==> src/rtl/pwm_fifo_reader_if.sv <==
// pwm_fifo_reader_if: read-side handshake between a sync FIFO and the PWM reader
//   i_fifo       FIFO read data, valid the cycle after o_re
//   i_fifo_empty FIFO empty flag
//   o_re         one-cycle read enable issued by the reader
interface pwm_fifo_reader_if #(
    parameter int WIDTH = 8
);
    logic [WIDTH-1:0] i_fifo;
    logic             i_fifo_empty;
    logic             o_re;
    modport master (input i_fifo, input i_fifo_empty, output o_re);
    modport slave (output i_fifo, output i_fifo_empty, input o_re);
endinterface

==> src/rtl/pwm_fifo_reader.sv <==
// pwm_fifo_reader: PWM generator whose duty samples are prefetched from a sync FIFO
//   i_clk, i_rst  clock and asynchronous active-high reset
//   i_en          PWM run enable (fetching continues while low)
//   fifo          FIFO read port (master side)
//   o_pwm         registered PWM output
//   o_duty        duty value in use for the current period
//   o_period_end  high in the last cycle of each enabled period
//   o_underrun    high in a period-end cycle with no staged sample
module pwm_fifo_reader #(
    parameter int WIDTH = 8
) (
    input  logic                i_clk,
    input  logic                i_rst,
    input  logic                i_en,
    pwm_fifo_reader_if.master   fifo,
    output logic                o_pwm,
    output logic [WIDTH-1:0]    o_duty,
    output logic                o_period_end,
    output logic                o_underrun
);
    typedef enum logic [1:0] {IDLE, REQ, CAPT} state_t;
    state_t           state_q, state_d;
    logic [WIDTH-1:0] cnt_q, cnt_d;
    logic [WIDTH-1:0] duty_q, duty_d;
    logic [WIDTH-1:0] stg_q, stg_d;
    logic             sv_q, sv_d;
    logic             pwm_q, pwm_d;
    // holds off the first read by one cycle after reset release
    logic             arm_q, arm_d;
    assign o_period_end = i_en && (cnt_q == '1);
    assign o_underrun   = o_period_end && !sv_q;
    assign o_pwm        = pwm_q;
    assign o_duty       = duty_q;
    assign fifo.o_re    = (state_q == REQ);
    always_comb begin
        state_d = state_q;
        arm_d   = 1'b1;
        cnt_d   = i_en ? cnt_q + 1'b1 : '0;
        pwm_d   = i_en && (cnt_q < duty_q);
        duty_d  = (o_period_end && sv_q) ? stg_q : duty_q;
        stg_d   = stg_q;
        sv_d    = (o_period_end && sv_q) ? 1'b0 : sv_q;
        // a sample can only be captured while nothing is staged, so the
        // capture never collides with the boundary load above
        case (state_q)
            IDLE:    state_d = (arm_q && !sv_q && !fifo.i_fifo_empty) ? REQ : IDLE;
            REQ:     state_d = CAPT;
            CAPT: begin
                state_d = IDLE;
                stg_d   = fifo.i_fifo;
                sv_d    = 1'b1;
            end
            default: state_d = IDLE;
        endcase
    end
    always_ff @(posedge i_clk or posedge i_rst) begin
        if (i_rst) begin
            state_q <= IDLE;
            arm_q   <= 1'b0;
            cnt_q   <= '0;
            pwm_q   <= 1'b0;
            duty_q  <= '0;
            stg_q   <= '0;
            sv_q    <= 1'b0;
        end else begin
            state_q <= state_d;
            arm_q   <= arm_d;
            cnt_q   <= cnt_d;
            pwm_q   <= pwm_d;
            duty_q  <= duty_d;
            stg_q   <= stg_d;
            sv_q    <= sv_d;
        end
    end
endmodule

==> src/flat_wrapper.sv <==
// flat-port wrapper written by rule: the top's interface ports become plain ports
module pwm_fifo_reader_flat 
#(
    parameter int WIDTH = 8
)
  (i_clk, i_rst, i_en, o_pwm, o_duty, o_period_end, o_underrun, fifo_i_fifo, fifo_i_fifo_empty, fifo_o_re);
  pwm_fifo_reader_if #(.WIDTH(WIDTH)) fifo_i ();
  input  logic i_clk;
  input  logic i_rst;
  input  logic i_en;
  output logic o_pwm;
  output logic [WIDTH-1:0] o_duty;
  output logic o_period_end;
  output logic o_underrun;
  input wire logic [$bits(fifo_i.i_fifo)-1:0] fifo_i_fifo;
  input wire logic [$bits(fifo_i.i_fifo_empty)-1:0] fifo_i_fifo_empty;
  output wire logic [$bits(fifo_i.o_re)-1:0] fifo_o_re;
  assign fifo_i.i_fifo = fifo_i_fifo;
  assign fifo_i.i_fifo_empty = fifo_i_fifo_empty;
  assign fifo_o_re = fifo_i.o_re;
  pwm_fifo_reader #(.WIDTH(WIDTH)) u_core (.i_clk(i_clk), .i_rst(i_rst), .i_en(i_en), .fifo(fifo_i), .o_pwm(o_pwm), .o_duty(o_duty), .o_period_end(o_period_end), .o_underrun(o_underrun));
endmodule
==> config.mk <==
export PLATFORM = sky130hd
export DESIGN_NAME = pwm_fifo_reader_flat
export DESIGN_NICKNAME = d
export VERILOG_FILES = /design/src/rtl/pwm_fifo_reader_if.sv /design/src/rtl/pwm_fifo_reader.sv /design/src/flat_wrapper.sv
export SDC_FILE = /design/constraint.sdc
export NUM_CORES = 1
export LEC_CHECK = 0
export BUFFER_PORTS_ARGS = -buffer_cell sky130_fd_sc_hd__buf_2
export CAP_MARGIN = 20
export CELL_PAD_IN_SITES_DETAIL_PLACEMENT = 1
export CELL_PAD_IN_SITES_GLOBAL_PLACEMENT = 2
export CORE_ASPECT_RATIO = 1.5
export CORE_MARGIN = 3
export CORE_UTILIZATION = 30
export CTS_CLUSTER_DIAMETER = 30
export DETAILED_ROUTE_END_ITERATION = 10
export GPL_ROUTABILITY_DRIVEN = 1
export PLACE_DENSITY = 0.66
export SYNTH_ARGS = -nofsm -noshare
export SYNTH_HDL_FRONTEND = slang
export SYNTH_SLANG_ARGS = --single-unit
==> constraint.sdc <==
create_clock -name i_clk -period 1.9 [get_ports i_clk]
set_input_delay 0.19 -clock i_clk [delete_from_list [all_inputs] [get_ports i_clk]]
set_output_delay 0.19 -clock i_clk [all_outputs]
set_load 0.02 [all_outputs]
After elaboration in Yosys (flattened, before gate mapping)

Cells that the tools add are included.

Input port bits: 12
Register bits after elaboration: 29
Output and inout port bits: 12

Reductions and logical operators: 10
Mux-type cells: 5
Eq/ne operators: 3
Order comparisons: 1
Add/subtract/negate cells: 1

Operators by type and width:

| cell                                                             | number |
|---|---|
| 8-bit by 1-bit adder with 8-bit output (second input constant)   | 1 |
| 8-bit == test (second input constant)                            | 1 |
| 8-bit less-than comparator                                       | 1 |
| 8-bit 2-to-1 mux                                                 | 1 |
| 1-bit logical AND                                                | 6 |
| 2-bit case mux with 2 select lines                               | 1 |
| 1-bit 2-to-1 mux                                                 | 3 |
| 2-bit by 1-bit == test with 1-bit output (second input constant) | 1 |
| 2-bit == test (second input constant)                            | 1 |
| 1-bit logical NOT                                                | 2 |
| 2-bit logical NOT                                                | 1 |
| 2-bit nonzero test                                               | 1 |

Logic depth before layout (Yosys ltp)

Gate-level depths: netlist of the first run.

Depth in word-level cells: 5
Depth in mapped cells: 5

Worst setup path after synthesis of the first run

Ideal clock, no wire load.

Kind: register to register
From: reg u_core.cnt_q[0]
To: reg u_core.duty_q[0] (netlist: u_core.o_duty[0])
Arrival time: 1,559 ps
Path buffers: 1
Setup time: 125 ps
Stages on the path, launching flop included: 6
Period minus slack after synthesis: 1,684 ps
Setup slack: 216 ps
Cell sequence: dfrtp_1 ha_1 nand2_1 or4_4 buf_6 mux2_4

Cells in the longest elaborated chain, start to end: 3

RTL lines:

| item                   | line                  | RTL |
|---|---|---|
| from (decl)            | pwm_fifo_reader.sv:23 | `logic [WIDTH-1:0] cnt_q, cnt_d;` |
| from (signal assigned) | pwm_fifo_reader.sv:68 | `cnt_q <= cnt_d;` |
| 8-bit == test          | pwm_fifo_reader.sv:30 | `assign o_period_end = i_en && (cnt_q == '1);` |
| 1-bit logical AND      | pwm_fifo_reader.sv:30 |  |
| 1-bit logical AND      | pwm_fifo_reader.sv:40 | `duty_d = (o_period_end && sv_q) ? stg_q : duty_q;` |
| to (signal assigned)   | pwm_fifo_reader.sv:70 | `duty_q <= duty_d;` |
| to (decl)              | pwm_fifo_reader.sv:24 | `logic [WIDTH-1:0] duty_q, duty_d;` |

No other way between the ends.
A chain may end at the register's enable or synchronous reset.

Worst setup path in the final report of the first run

From: reg u_core.cnt_q[3]
To: reg u_core.pwm_q (netlist: u_core.o_pwm)

Cells in the longest elaborated chain, start to end: 2

RTL lines:

| item                       | line                  | RTL |
|---|---|---|
| 8-bit less-than comparator | pwm_fifo_reader.sv:39 | `pwm_d = i_en && (cnt_q < duty_q);` |
| 1-bit logical AND          | pwm_fifo_reader.sv:39 |  |
| net u_core.pwm_d           | pwm_fifo_reader.sv:27 | `logic pwm_q, pwm_d;` |
| to (signal assigned)       | pwm_fifo_reader.sv:69 | `pwm_q <= pwm_d;` |
| to (decl)                  | pwm_fifo_reader.sv:27 |  |

The timed path passes the listed nets, and every way through them passes these cells.

==> flow_metrics.py, run 1 <==
metrics = {
    "floorplan": {
        "start_util": 0.314,
        "die_x_microns": 60.7,
        "die_y_microns": 88.0,
        "num_rows": 29,
        "core_sq_mm": 0.00428,
        "ioPinCount": 24,
        "design.die.area_sq_mm": 0.00534,
    },
    "timing": {
        "clock_skew_ns": 0.00383,
        "rsz0062_at_grt": "false",
        "period_needed_ns": 1.82,
        "clock.fmax_mhz": 551,
        "setup_viol": 0,
        "setup_slack_ns": 0.0847,
        "tns_ns": 0,
        "drv_slew": 0,
        "finalCritPeriodShare": 0.955,
        "hold_viol_final": 0,
    },
    "routing": {
        "drc": 0,
        "avgRoutedWirePerCell_microns": 15.1,
        "wirelength_microns": 2840,
        "postRouteAntennaNets": 0,
        "firstDrtPassIters": 3,
        "drtIter0Drc": 20,
        "via_count": 899,
        "detail_route.vias_per_cell": 4.78,
    },
    "setup_path": {
        "arrival_ns": 1.94,
        "path_cells": "ha_1 -> a211oi_1 -> o21ai_0 -> a2111oi_0",
        "cp-start-kind": "flip-flop",
        "worstPathMaxFanout": 4,
        "critPathSlowestCell": "a2111oi_0",
        "path_buf_inv": 0,
        "path_class": "reg2reg",
        "setup.worst_path.end_class": "flip-flop",
        "cpPeakStageDelay_ns": 0.50,
        "required_ns": 2.03,
        "critPathTopFamily": "compound AO/OA/AOI/OAI gates",
    },
    "synth": {
        "synth_edf_count": 0,
        "ys_seq_elements": 29,
        "ys_seq_area_frac": 0.539,
        "syn_inst": 107,
        "yosysWarningCount": 0,
        "synth_ff_type": "dfrtp_1",
        "yosysTopAreaCellShare": 0.539,
        "synth_area_leaders": "dfrtp_1 54%, mux2_4 8.9%, ha_1 7.4%",
        "synth_area_sq_mm": 0.00135,
        "synth_top_cell_by_area": "dfrtp_1",
        "synth_cell_types": 29,
        "synth_fp_nets": 127,
        "syn_area_per_cell_sq_um": 12.6,
        "postSynth.asyncResetShare": 1.00,
    },
    "clock_network": {
        "clkSinkCount": 29,
        "clkSlewWorstSetupHoldPaths_ns": 0.06,
        "cts_tree": "done",
        "root_buffer": "clkbuf_8",
        "worstSkewPairLatency_ns": 0.28,
        "htreeDepth": 2,
        "cts_made_buffers": 5,
        "clock_path_buffers": 2,
    },
    "global_route": {
        "antenna_found_initial": 0,
        "track_usage": 0.127,
        "grt_pass1_vias": 1039,
        "grt_max_degree": 30,
        "gr-total-overflow": 0,
        "grt_pass1_wl_microns": 4980,
    },
    "layout": {
        "final_nets": 161,
        "layout_common_cells": "29 x dfrtp_1, 23 x buf_2, 11 x inv_1",
        "area_delta_synth_final_pct": 25.1,
        "layout_commonest_cell": "dfrtp_1",
        "drive_gt1_frac": 0.394,
        "n_antenna_cell": 0,
    },
    "pwr": {
        "vdd_drop_max_mv": 0.611,
        "power.leakage_uw": 0.000844,
        "finalPower_uw": 1610,
        "power_density_mw_per_mm2": 957,
    },
    "flow_run": {
        "maxCapViolCount": 0,
    },
    "place": {
        "dp_hpwl_microns": 2130,
        "place_congestion": 0.731,
        "portBuffers": 23,
        "dpl_worst_slack_ns": 0.0483,
    },
    "run_status": {
        "status": "completed",
    },
    "min_path": {
        "min_path_type": "in2reg",
    },
}
-- timing repair --
action,4_1_cts,5_1_grt
endpoints found under the setup margin,2,1
hold buffers,1,0
gates resized for setup,2,1
endpoints found under the hold margin,29,0
setup buffers,2,0
pin swaps,0,1
-- final cells by class --
type                    instances  area, sq um
fillers                       486         2600
flip-flops and latches         29          726
multi-input cells              65          581
repair buffers                 29          163
clock buffers                   7         86.3
well taps                      46         57.6
inverters                      11         41.3
clock inverters                 1         30.0
-- metal layers --
layer / share of wire / GRT usage
met1: 0.41 / 0.146
met4: 0.021 / 0.0572
met3: 0.038 / 0.0369
met5: 0 / 0
met2: 0.53 / 0.213
-- power breakdown --
group          switching (uW)  leakage, uW  total [uW]  internal (uW)
clock network             232    0.0000585         659            427
registers                58.6     0.000380         779            720
logic                    66.9     0.000405         175            108
total                     357     0.000844        1610           1260
-- path summary, 6_finish.rpt --
| check | start | endpoint | slack (ns) | depth (start not counted) |
|---|---|---|---|---|
| min in group asynchronous | i_rst | u_core.arm_q | 0.52 | 4 |
| setup reg to reg | u_core.cnt_q[3] | u_core.o_pwm | 0.08 | 4 |
| setup / recovery | u_core.cnt_q[3] | u_core.o_pwm | 0.08 | 4 |
| hold / removal | fifo_i_fifo[1] | u_core.stg_q[1] | 0.14 | 2 |
| max in group asynchronous | i_rst | u_core.cnt_q[3] | 1.10 | 4 |
| hold reg to reg | u_core.state_q[0] | u_core.state_q[0] | 0.46 | 1 |
-- cells in the mapped netlist (2+ instances only) --
cell     number
a21oi_1       4
dfrtp_1      29
ha_1          8
inv_1        11
mux2_2        8
mux2_4        8
nand2_1       3
nand3_1       3
nor2_1        5
nor2b_1       3
o21ai_0       4
or3_1         2
or3_2         2
xor2_1        2
-- sequential cells by signal, summed over array words and instances, names as in the netlist --
signal          flops
u_core.state_q      2
u_core.o_duty       8
u_core.stg_q        8
u_core.cnt_q        8
u_core.sv_q         1
u_core.o_pwm        1
u_core.arm_q        1
-- kinds of logic (layout without fill, tap and decap cells) --
| logic type | Yosys count | after routing | share of synthesized area |
|---|---|---|---|
| multiplexers | 16 | 16 | 0.156 |
| other | 1 | 1 | 0.00279 |
| flip-flops | 29 | 29 | 0.539 |
| AO/OA/AOI/OAI | 13 | 13 | 0.0613 |
| adder cells (fa/ha/maj) | 8 | 8 | 0.0744 |
| buffers and inverters | 13 | 48 | 0.0418 |
| XOR/XNOR | 3 | 3 | 0.0195 |
| AND/OR/NAND/NOR | 24 | 24 | 0.105 |
-- metrics by stage --
step / hold WS, ns / util / cells / instance area, sq um
2_1_floorplan: 0.268 / - / 107 / 1350
3_3_place_gp: 0.275 / 0.357 / 177 / 1530
3_5_place_dp: 0.290 / 0.357 / 177 / 1530
4_1_cts: 0.133 / 0.391 / 188 / 1670
5_1_grt: 0.138 / 0.393 / 188 / 1680
6_report: 0.139 / 0.393 / 188 / 1680
(Power assumes the default switching activity.)
==> run 2: changes to the inputs <==
- ABC_AREA: not set -> 0
- MAX_ROUTING_LAYER: not set -> met4
==> flow_metrics.py, run 2 (synthesis results as in run 1) <==
metrics = {
    "setup_path": {
        "rr_worst_depth": 4,
        "required_ns": 2.03,
        "r2r_start": "u_core.cnt_q[3]",
        "arrival_ns": 1.95,
        "r2r_setup_slack_ns": 0.08,
        "path_class": "reg2reg",
        "setup.worst_path.end_class": "flip-flop",
        "reg2reg_to": "u_core.o_pwm",
        "cp-start-kind": "flip-flop",
        "worstPathMaxFanout": 4,
    },
    "place": {
        "place_congestion": 0.740,
        "dp_hpwl_microns": 2130,
        "portBuffers": 23,
        "place_area_sq_mm": 0.00153,
        "dpl_worst_slack_ns": 0.0483,
    },
    "floorplan": {
        "core_sq_mm": 0.00428,
        "num_rows": 29,
        "start_util": 0.314,
        "die_y_microns": 88.0,
        "ioPinCount": 24,
        "design.die.area_sq_mm": 0.00534,
        "die_x_microns": 60.7,
    },
    "global_route": {
        "grt_pass1_wl_microns": 4950,
        "gr-total-overflow": 0,
        "track_usage": 0.130,
        "antenna_found_initial": 0,
        "grt_pass1_vias": 1040,
        "grt_max_degree": 30,
    },
    "timing": {
        "setup_viol": 0,
        "period_needed_ns": 1.82,
        "tns_ns": 0,
        "drv_slew": 0,
        "clock.fmax_mhz": 550,
        "finalCritPeriodShare": 0.956,
        "hold_viol_final": 0,
        "clock_skew_ns": 0.00364,
        "rsz0062_at_grt": "false",
        "setup_slack_ns": 0.0832,
    },
    "routing": {
        "drtIter0Drc": 20,
        "firstDrtPassIters": 4,
        "via_count": 909,
        "drc": 0,
        "postRouteAntennaNets": 0,
        "wirelength_microns": 2850,
        "avgRoutedWirePerCell_microns": 15.1,
        "detail_route.vias_per_cell": 4.84,
    },
    "clock_network": {
        "clock_path_buffers": 2,
        "cts_tree": "done",
        "clkSlewWorstSetupHoldPaths_ns": 0.06,
        "cts_made_buffers": 5,
        "htreeDepth": 2,
        "clkSinkCount": 29,
        "worstSkewPairLatency_ns": 0.28,
        "root_buffer": "clkbuf_8",
    },
    "pwr": {
        "p_seq_frac": 0.483,
        "clock_power_share": 0.408,
        "power.leakage_uw": 0.000844,
        "combPwrFrac": 0.109,
        "power_density_mw_per_mm2": 955,
        "p_sw_frac": 0.221,
        "vdd_drop_max_mv": 0.610,
        "intPower_uw": 1260,
        "switching_power_uw": 356,
    },
    "min_path": {
        "min_path_type": "in2reg",
        "min-delay-start": "fifo_i_fifo[1]",
        "min_path_cells": 2,
        "holdPathEnd": "u_core.stg_q[1]",
    },
    "layout": {
        "drive_gt1_frac": 0.394,
        "area_delta_synth_final_pct": 25.3,
        "nFillCells": 486,
        "fin_area_sq_mm": 0.00169,
        "layout_commonest_cell": "dfrtp_1",
        "n_antenna_cell": 0,
        "layout_common_cells": "29 x dfrtp_1, 22 x buf_2, 11 x inv_1",
        "final_nets": 161,
    },
    "flow_run": {
        "maxCapViolCount": 0,
    },
    "run_status": {
        "status": "completed",
    },
}
## run 2: cell types whose count changed in the layout (fill, tap and decap cells not counted)
cell   delta
buf_2     -1
buf_4     +1
## run 2: worst max-delay path, cell delays in order (launching register included)
cell       delay, ns
dfrtp_1         0.45
ha_1            0.31
a211oi_1        0.23
o21ai_0         0.18
a2111oi_0       0.51
## run 2: area by class of cell
cell class	instances	area, sq um	share of cell area
flip-flops and latches	29	726	0.430
multi-input cells	65	581	0.344
repair buffers	29	165	0.0979
clock buffers	7	86.3	0.0512
well taps	46	57.6	0.0341
inverters	11	41.3	0.0245
clock inverters	1	30.0	0.0178
## run 2: what timing repair did
item	CTS	global route
setup endpoints to repair	2	1
hold buffers	1	0
gates resized for setup	2	2
pin swaps	0	1
buffers inserted	2	0
hold endpoints to repair	29	0
## run 2: worst max-delay path by stage
| stage | endpoint | from | cells after the start |
|---|---|---|---|
| 2_1_floorplan | u_core.o_duty[0] | u_core.cnt_q[0] | 5 |
| 3_3_place_gp | u_core.o_duty[5] | u_core.cnt_q[0] | 4 |
| 3_5_place_dp | u_core.o_pwm | u_core.cnt_q[3] | 4 |
| 4_1_cts | u_core.o_pwm | u_core.o_duty[3] | 5 |
| 5_1_grt | u_core.o_pwm | u_core.o_duty[3] | 5 |
| 6_report | u_core.o_pwm | u_core.cnt_q[3] | 4 |
## run 2: metal layers
metal  wire length [microns]  part of all wire  track usage
met4                      54             0.019       0.0572
met1                    1210              0.42        0.147
met3                     103             0.036       0.0354
met2                    1480              0.52        0.211
met5                       0                 0            -
## run 2: stage by stage
| stage | cells | util | total power [uW] | hold WS [ns] |
|---|---|---|---|---|
| final | 188 | 0.394 | 1610 | 0.140 |
| after global routing | 188 | 0.394 | 1700 | 0.138 |
| after CTS | 188 | 0.391 | 1630 | 0.133 |
| after detailed placement | 177 | 0.357 | 964 | 0.290 |
| after global placement | 177 | 0.357 | 950 | 0.275 |
| after floorplan | 107 | - | 901 | 0.268 |
## run 2: power by group through the flow
stage	combinational (uW)	sequential, uW	clock, uW
global placement	164	785	0
floorplan	127	774	0
CTS	179	781	674
finish	175	779	658
detailed placement	170	794	0
global route	203	793	708
